<file path="src/rtl/popcount_pkg.sv">
// Shared types and elaboration-time width helpers for the popcount stream.
package popcount_pkg;

  typedef enum logic {
    CNT_ONES  = 1'b0,
    CNT_ZEROS = 1'b1
  } cnt_mode_t;

  // Bits needed to hold a count of 0..vwidth.
  function automatic int cnt_width(input int vwidth);
    return $clog2(vwidth + 1);
  endfunction

  function automatic int tree_levels(input int vwidth);
    return (vwidth <= 2) ? 1 : $clog2(vwidth);
  endfunction

  function automatic int reg_stages(input logic [31:0] pipeline, input int nlev);
    int n;
    n = 0;
    for (int unsigned i = 0; i < 32; i++) begin
      if (int'(i) < nlev && pipeline[i]) n++;
    end
    return n;
  endfunction

endpackage

</file>
<file path="src/rtl/popcount_tree.sv">
// Balanced adder tree over qualified bits; each level optionally registered
// with valid/last sideband travelling alongside the partial sums.
module popcount_tree
  import popcount_pkg::*;
#(
  parameter int          VWIDTH   = 16,
  parameter logic [31:0] PIPELINE = 32'h5,
  localparam int         CWIDTH   = cnt_width(VWIDTH)
) (
  input  logic              clk,
  input  logic              rst,
  input  logic              en,
  input  logic              in_valid,
  input  logic              in_last,
  input  logic [VWIDTH-1:0] in_bits,
  output logic              out_valid,
  output logic              out_last,
  output logic [CWIDTH-1:0] out_count
);

  localparam int NLEV = tree_levels(VWIDTH);
  localparam int PW   = 2 ** NLEV;

  logic [PW-1:0] leaves;
  assign leaves = PW'(in_bits);

  for (genvar l = 0; l < NLEV; l++) begin : g_lvl
    localparam int N = PW >> (l + 1);
    logic [N-1:0][CWIDTH-1:0] sum;
    logic [N-1:0][CWIDTH-1:0] q;
    logic                     v_in, last_in, v_q, last_q;

    if (l == 0) begin : g_leaf
      for (genvar j = 0; j < N; j++) begin : g_pair
        assign sum[j] = CWIDTH'(leaves[2*j]) + CWIDTH'(leaves[2*j+1]);
      end
      assign v_in    = in_valid;
      assign last_in = in_last;
    end else begin : g_node
      for (genvar j = 0; j < N; j++) begin : g_pair
        assign sum[j] = g_lvl[l-1].q[2*j] + g_lvl[l-1].q[2*j+1];
      end
      assign v_in    = g_lvl[l-1].v_q;
      assign last_in = g_lvl[l-1].last_q;
    end

    if (PIPELINE[l]) begin : g_reg
      always_ff @(posedge clk or posedge rst) begin
        if (rst) begin
          q      <= '0;
          v_q    <= 1'b0;
          last_q <= 1'b0;
        end else if (en) begin
          q      <= sum;
          v_q    <= v_in;
          last_q <= last_in;
        end
      end
    end else begin : g_comb
      assign q      = sum;
      assign v_q    = v_in;
      assign last_q = last_in;
    end
  end

  assign out_count = g_lvl[NLEV-1].q[0];
  assign out_valid = g_lvl[NLEV-1].v_q;
  assign out_last  = g_lvl[NLEV-1].last_q;

endmodule

</file>
<file path="src/rtl/popcount_stream.sv">
// Streaming masked popcount with backpressure; per-beat or per-frame
// saturating accumulation behind a fixed output register.
module popcount_stream
  import popcount_pkg::*;
#(
  parameter int          VWIDTH     = 16,
  parameter logic [31:0] PIPELINE   = 32'h5,
  parameter int          FRAME_MODE = 0,
  parameter int          AWIDTH     = 16,
  localparam int         CWIDTH     = cnt_width(VWIDTH)
) (
  input  logic              clk,
  input  logic              rst,
  input  logic              in_valid,
  output logic              in_ready,
  input  logic [VWIDTH-1:0] in_vector,
  input  logic [VWIDTH-1:0] in_mask,
  input  logic              in_zeros,
  input  logic              in_last,
  output logic              out_valid,
  input  logic              out_ready,
  output logic [AWIDTH-1:0] out_count,
  output logic              out_sat
);

  cnt_mode_t         mode;
  logic [VWIDTH-1:0] qual_bits;
  logic              enable;
  logic              t_valid, t_last;
  logic [CWIDTH-1:0] t_count;
  logic [AWIDTH-1:0] acc, acc_base, sat_sum;
  logic              acc_sat, frame_sat, ovf, frame_end;
  logic [AWIDTH:0]   sum_w;

  assign mode      = cnt_mode_t'(in_zeros);
  assign qual_bits = in_mask & ((mode == CNT_ZEROS) ? ~in_vector : in_vector);

  // Whole pipeline freezes only when a result is held for downstream.
  assign enable   = !out_valid || out_ready;
  assign in_ready = enable;

  popcount_tree #(
    .VWIDTH  (VWIDTH),
    .PIPELINE(PIPELINE)
  ) u_tree (
    .clk      (clk),
    .rst      (rst),
    .en       (enable),
    .in_valid (in_valid && enable),
    .in_last  (in_last),
    .in_bits  (qual_bits),
    .out_valid(t_valid),
    .out_last (t_last),
    .out_count(t_count)
  );

  assign acc_base  = (FRAME_MODE != 0) ? acc : '0;
  assign sum_w     = {1'b0, acc_base} + (AWIDTH+1)'(t_count);
  assign ovf       = sum_w[AWIDTH];
  assign sat_sum   = ovf ? '1 : sum_w[AWIDTH-1:0];
  assign frame_sat = ((FRAME_MODE != 0) && acc_sat) || ovf;
  assign frame_end = (FRAME_MODE == 0) || t_last;

  always_ff @(posedge clk or posedge rst) begin
    if (rst) begin
      out_valid <= 1'b0;
      out_count <= '0;
      out_sat   <= 1'b0;
      acc       <= '0;
      acc_sat   <= 1'b0;
    end else if (enable) begin
      if (t_valid && frame_end) begin
        out_valid <= 1'b1;
        out_count <= sat_sum;
        out_sat   <= frame_sat;
        acc       <= '0;
        acc_sat   <= 1'b0;
      end else begin
        out_valid <= 1'b0;
        if (t_valid) begin
          acc     <= sat_sum;
          acc_sat <= frame_sat;
        end
      end
    end
  end

endmodule

</file>
<file path="config.mk">
export PLATFORM = sky130hd
export DESIGN_NAME = popcount_stream
export DESIGN_NICKNAME = d
export VERILOG_FILES = /design/src/rtl/popcount_pkg.sv /design/src/rtl/popcount_tree.sv /design/src/rtl/popcount_stream.sv
export SDC_FILE = /design/constraint.sdc
export NUM_CORES = 1
export LEC_CHECK = 0
export ABC_AREA = 1
export CAP_MARGIN = 20
export CORE_UTILIZATION = 48
export DETAILED_ROUTE_END_ITERATION = 8
export PLACE_DENSITY = 0.79
export SETUP_SLACK_MARGIN = 0.5
export SKIP_CTS_REPAIR_TIMING = 1
export SLEW_MARGIN = 40
export SYNTH_ARGS = -nofsm -noshare
export SYNTH_HDL_FRONTEND = slang
export SYNTH_SLANG_ARGS = --single-unit
</file>
<file path="constraint.sdc">
create_clock -name clk -period 2.95 [get_ports clk]
set_clock_uncertainty 0.15 [all_clocks]
set_input_delay 0.4425 -clock clk [delete_from_list [all_inputs] [get_ports clk]]
set_output_delay 0.4425 -clock clk [all_outputs]
set_load 0.03 [all_outputs]
</file>
# == Word level (Yosys, flattened, before mapping) ==
# Index checks and enable logic that the tools add are counted.
# W data, S select, Z words.
# classes
addsub,15
mul,0
div_mod_pow,0
magnitude_cmp,0
eq_ne,0
shifts,0
n_mux,2
n_bitwise,2
n_reduce_logical,4
# ops
op,count
$add A5 B5 Y5,7
$add A1 B1 Y2,8
$and A16 B16 Y16,1
$mux W16,1
$not A16 Y16,1
$reduce_and A2 Y1,1
$logic_and A1 B1 Y1,1
$logic_not A1 Y1,1
$logic_or A1 B1 Y1,1
$mux W1,1
# word_totals
register_bits,58
latch_bits,0
ram_bits,0
romBits,0
inputBits,38
out_inout_bits,19
n_memories,0

# == Longest topological paths before layout ==
# logic_depth
ltp_word,4
depth_mapped,8

# == Cells and area by module ==
# Synthesis repeated with hierarchy kept, for this count alone.
# unflattened
cells_unflattened,271
hier_area_um2,2233.4
# modules_own_cells
module,n_inst,cells_per_inst,area_each_um2
popcount_tree,1,164,1624.1
popcount_stream,1,107,609.3

# == Least setup slack after synthesis ==
# No wires, ideal clock.
# synth_path
kind,register to register
start,reg u_tree.g_lvl[0].q[1] in the netlist's numbering
end,reg u_tree.g_lvl[2].q[2] in the netlist's numbering
arrival_ns,2.105
required_ns,2.683
slack_ns,0.578
path_stages_with_launch,9
cell_sequence,dfrtp_1 inv_1 fa_1 inv_1 fa_1 ha_1 fa_1 nand2_1 nand2_1
# synth_rtl
element,line,text
start: declaration,popcount_tree.sv:30,logic [N-1:0][CWIDTH-1:0] q;
start signal: assignment,popcount_tree.sv:54,q <= sum;
end signal: assignment,popcount_tree.sv:54,
end: declaration,popcount_tree.sv:30,

==> impl_summary.log <==
INFO  metric result_of_the_run = finished, final reports clean
INFO  metric avgRoutedWirePerCell = 10.0 µm
INFO  metric multiplexer_share_of_the_synthesized_area = 0%
INFO  metric max-clock-path-buffers = 2
INFO  metric routed-via-count = 1627
INFO  metric cts_tree = yes
INFO  metric clk_root_buffer_cell = sky130_fd_sc_hd__clkbuf_8
INFO  metric grt_antenna_before_repair = 0
INFO  metric synth.area.top_cells = sky130_fd_sc_hd__dfrtp_1 39%, sky130_fd_sc_hd__nand2_1 21%, sky130_fd_sc_hd__ha_1 9.8%
INFO  metric rsz0062_at_grt = true
INFO  metric finalWeightedCongestion = 0.758
INFO  metric worst-setup-path-type = reg2reg
INFO  metric busiest_layer = met2
INFO  metric power.ir.vdd_worst = 0.215 mV
INFO  metric num-nets-final = 368
INFO  metric ant_nets = 0
INFO  metric critical_path.endpoint_type = flip-flop
INFO  metric fin_tns_setup = 0 ps
INFO  metric dominant_combinational_cell_family_by_area_after_synthesis = simple AND/OR/NAND/NOR gates
INFO  metric yosys.cell_count.top_type = sky130_fd_sc_hd__nand2_1
INFO  metric start_kind = flip-flop
INFO  metric final.min_clock_period = 2400 ps
INFO  metric power.density_cell_area = 678 nW/µm²
INFO  metric die-area = 4530 µm²
INFO  metric fill_cells = 369
INFO  metric synth-simple-area-share = 29.1%
INFO  metric wl = 3570 µm
INFO  metric post-route-drc-count = 0
INFO  metric met2_usage = 35.6%
INFO  metric die_w = 67.3 µm
INFO  metric share_clk_of_total_power = 19.8%
INFO  metric place_inst = 348
INFO  metric number_of_antenna_repair_diodes = 0
INFO  metric total_switching_power = 0.000667 W
INFO  metric setup_violations = 0
INFO  metric seq_area_frac_synth = 39.1%
INFO  metric num_rows = 23
INFO  metric power.sequential.fraction = 36.9%
INFO  metric yosys_register_bits = 32
INFO  metric numPortBuffers = 43
INFO  metric multi_input_area = 1080 µm²
INFO  metric synthCells = 260
INFO  metric max_h_tree_level = 2
INFO  metric gr-total-overflow = 0
INFO  metric synth-xor-area-share = 0.428%
INFO  metric internal_power = 0.00107 W
INFO  metric synth-warning-count = 0
INFO  metric dominantRegCellSynth = sky130_fd_sc_hd__dfrtp_1
INFO  metric cellLeakagePower = 1.38 nW
INFO  metric synthTopCellsByCount = 113 x sky130_fd_sc_hd__nand2_1, 33 x sky130_fd_sc_hd__nor2_1, 32 x sky130_fd_sc_hd__dfrtp_1
INFO  metric worst_ep_required_time = 3030 ps
INFO  metric design_power_total = 0.00174 W
INFO  metric number_of_flops_mapped_to_enable_cells_by_yosys = 0
INFO  metric synth-async-reset-ratio = 100%
INFO  metric dr.first_iter.drc_count = 87
INFO  metric synth_top_cell_by_area = sky130_fd_sc_hd__dfrtp_1
INFO  metric cts_made_buffers = 5
INFO  metric final_layout_size_suffix_gt1_share = 5.88%
INFO  metric synthToLayoutAreaGrowth = 25.4%
INFO  metric place_hpwl = 2780 µm
INFO  metric compound_gate_portion_of_the_synthesized_area = 2.45%
INFO  metric switching_share = 38.3%
INFO  metric grt_start_max_net_pins = 35
INFO  metric seqCellArea = 801 µm²
INFO  metric io-pin-count = 57
INFO  metric firstDrtPassIters = 4
INFO  metric core = 4060 µm²
INFO  metric cap_violations = 0
INFO  metric grt_first_pass_wirelength = 6490 µm
INFO  metric crit_fanout = 2
INFO  metric max_freq = 416 MHz
INFO  metric synth_area = 2050 µm²
INFO  metric arrival = 2480 ps
INFO  metric finalNonFillerCells = 356
INFO  metric hold_viol_final = 0
INFO  metric report.final.slew_viol_count = 0
INFO  metric hp-class = reg2reg
INFO  metric via_per_inst = 4.57
INFO  metric first_global_vias = 1628
INFO  metric synth.lib_cells_used.distinct = 17
INFO  metric clk-insertion-delay-late = 280 ps
INFO  metric die-height = 67.3 µm
INFO  metric avgSynthCellArea = 7.87 µm²
INFO  metric min_period_over_period = 81.4%
INFO  metric start_util = 50.4%
INFO  metric comb_power_share = 43.3%
INFO  metric clock_sink_count = 32
INFO  metric globalRouteMet1Util = 20.9%
INFO  metric worst_setup_hold_path_clk_slew = 60 ps
INFO  metric synthDominantCellAreaShare = 39.1%
INFO  metric global_route.usage.met3 = 6.42%
INFO  metric groute.usage.overall = 19.8%
INFO  metric finalHoldWorstSlack = 317 ps
INFO  metric yosys.area_share.adder = 18.6%
## worst max-delay path, cell delays in order (launching register included)
cell and delay (ps):
sky130_fd_sc_hd__dfrtp_1 340, sky130_fd_sc_hd__inv_2 50, sky130_fd_sc_hd__fa_1 520, sky130_fd_sc_hd__inv_1 50, sky130_fd_sc_hd__fa_1 430, sky130_fd_sc_hd__ha_2 190, sky130_fd_sc_hd__fa_1 510, sky130_fd_sc_hd__nand2_1 50
sky130_fd_sc_hd__nand2_1 60
## flip-flops by register name, summed over array words and instances, names as in the netlist
| name | count |
|---|---|
| u_tree.g_lvl.q | 24 |
| out_count | 5 |
| out_valid | 1 |
| u_tree.g_lvl.v_q | 1 |
| u_tree.out_valid | 1 |
## cell usage in the layout, fill, tap and decap left out, drive strengths merged
cell             n
nand3            5
nand2          113
clkdlybuf4s50   43
buf              4
clkbuf           8
o21ai            8
nor2            35
ha              16
xnor2            1
dfrtp           32
conb            12
inv             18
a21oi            2
fa               9
## power by group through the flow
| stage | logic [W] | registers, W | clock network [W] |
|---|---|---|---|
| final | 0.000754 | 0.000643 | 0.000344 |
| after floorplan | 0.000487 | 0.000697 | 0 |
| after global placement | 0.000726 | 0.000645 | 0 |
| after global routing | 0.000884 | 0.000658 | 0.000376 |
| after detailed placement | 0.000755 | 0.000651 | 0 |
| after CTS | 0.000760 | 0.000644 | 0.000352 |
## worst paths after layout
| path | startpoint | endpoint | slack (ps) | cells after the start |
|---|---|---|---|---|
| min reg2reg | out_count[0] | out_count[0] | 320 | 2 |
| max reg2reg | u_tree.g_lvl[0].q[1] | u_tree.g_lvl[2].q[2] | 550 | 8 |
| min in group asynchronous | rst | u_tree.out_valid | 380 | 3 |
| min | out_count[0] | out_count[0] | 320 | 2 |
| max | u_tree.g_lvl[0].q[1] | u_tree.g_lvl[2].q[2] | 550 | 8 |
| max in group asynchronous | rst | u_tree.g_lvl[0].q[30] | 1980 | 3 |
## layer usage
metal  routed length, µm  vias to the layer above
met5                   0                        -
met4                  61                        0
met3                 217                        8
met2                1670                       52
met1                1620                      710
li1                    -                      857
## cell families after synthesis
kind of cell    count (synthesis)
compound gates                 10
flops                          32
simple gates                  153
fa+ha+maj                      25
other cells                     1
xor+xnor                        1
buf+inv                        38
## stage by stage
step	setup WS, ps	utilization [%]	area [µm²]
after global placement	537	60.9	2470
after global routing	428	63.2	2570
after detailed placement	490	60.9	2470
final	548	63.2	2570
after floorplan	578	-	2090
after CTS	487	63.1	2560
## final cells by class
| class | count | share of cell area (%) |
|---|---|---|
| Multi-Input combinational cell | 201 | 42.3 |
| Sequential cell | 32 | 31.2 |
| Clock buffer | 8 | 3.51 |
| Tap cell | 50 | 2.44 |
| Inverter | 18 | 2.63 |
| Timing Repair Buffer | 47 | 17.9 |
Power figures use the tool's default switching activity.
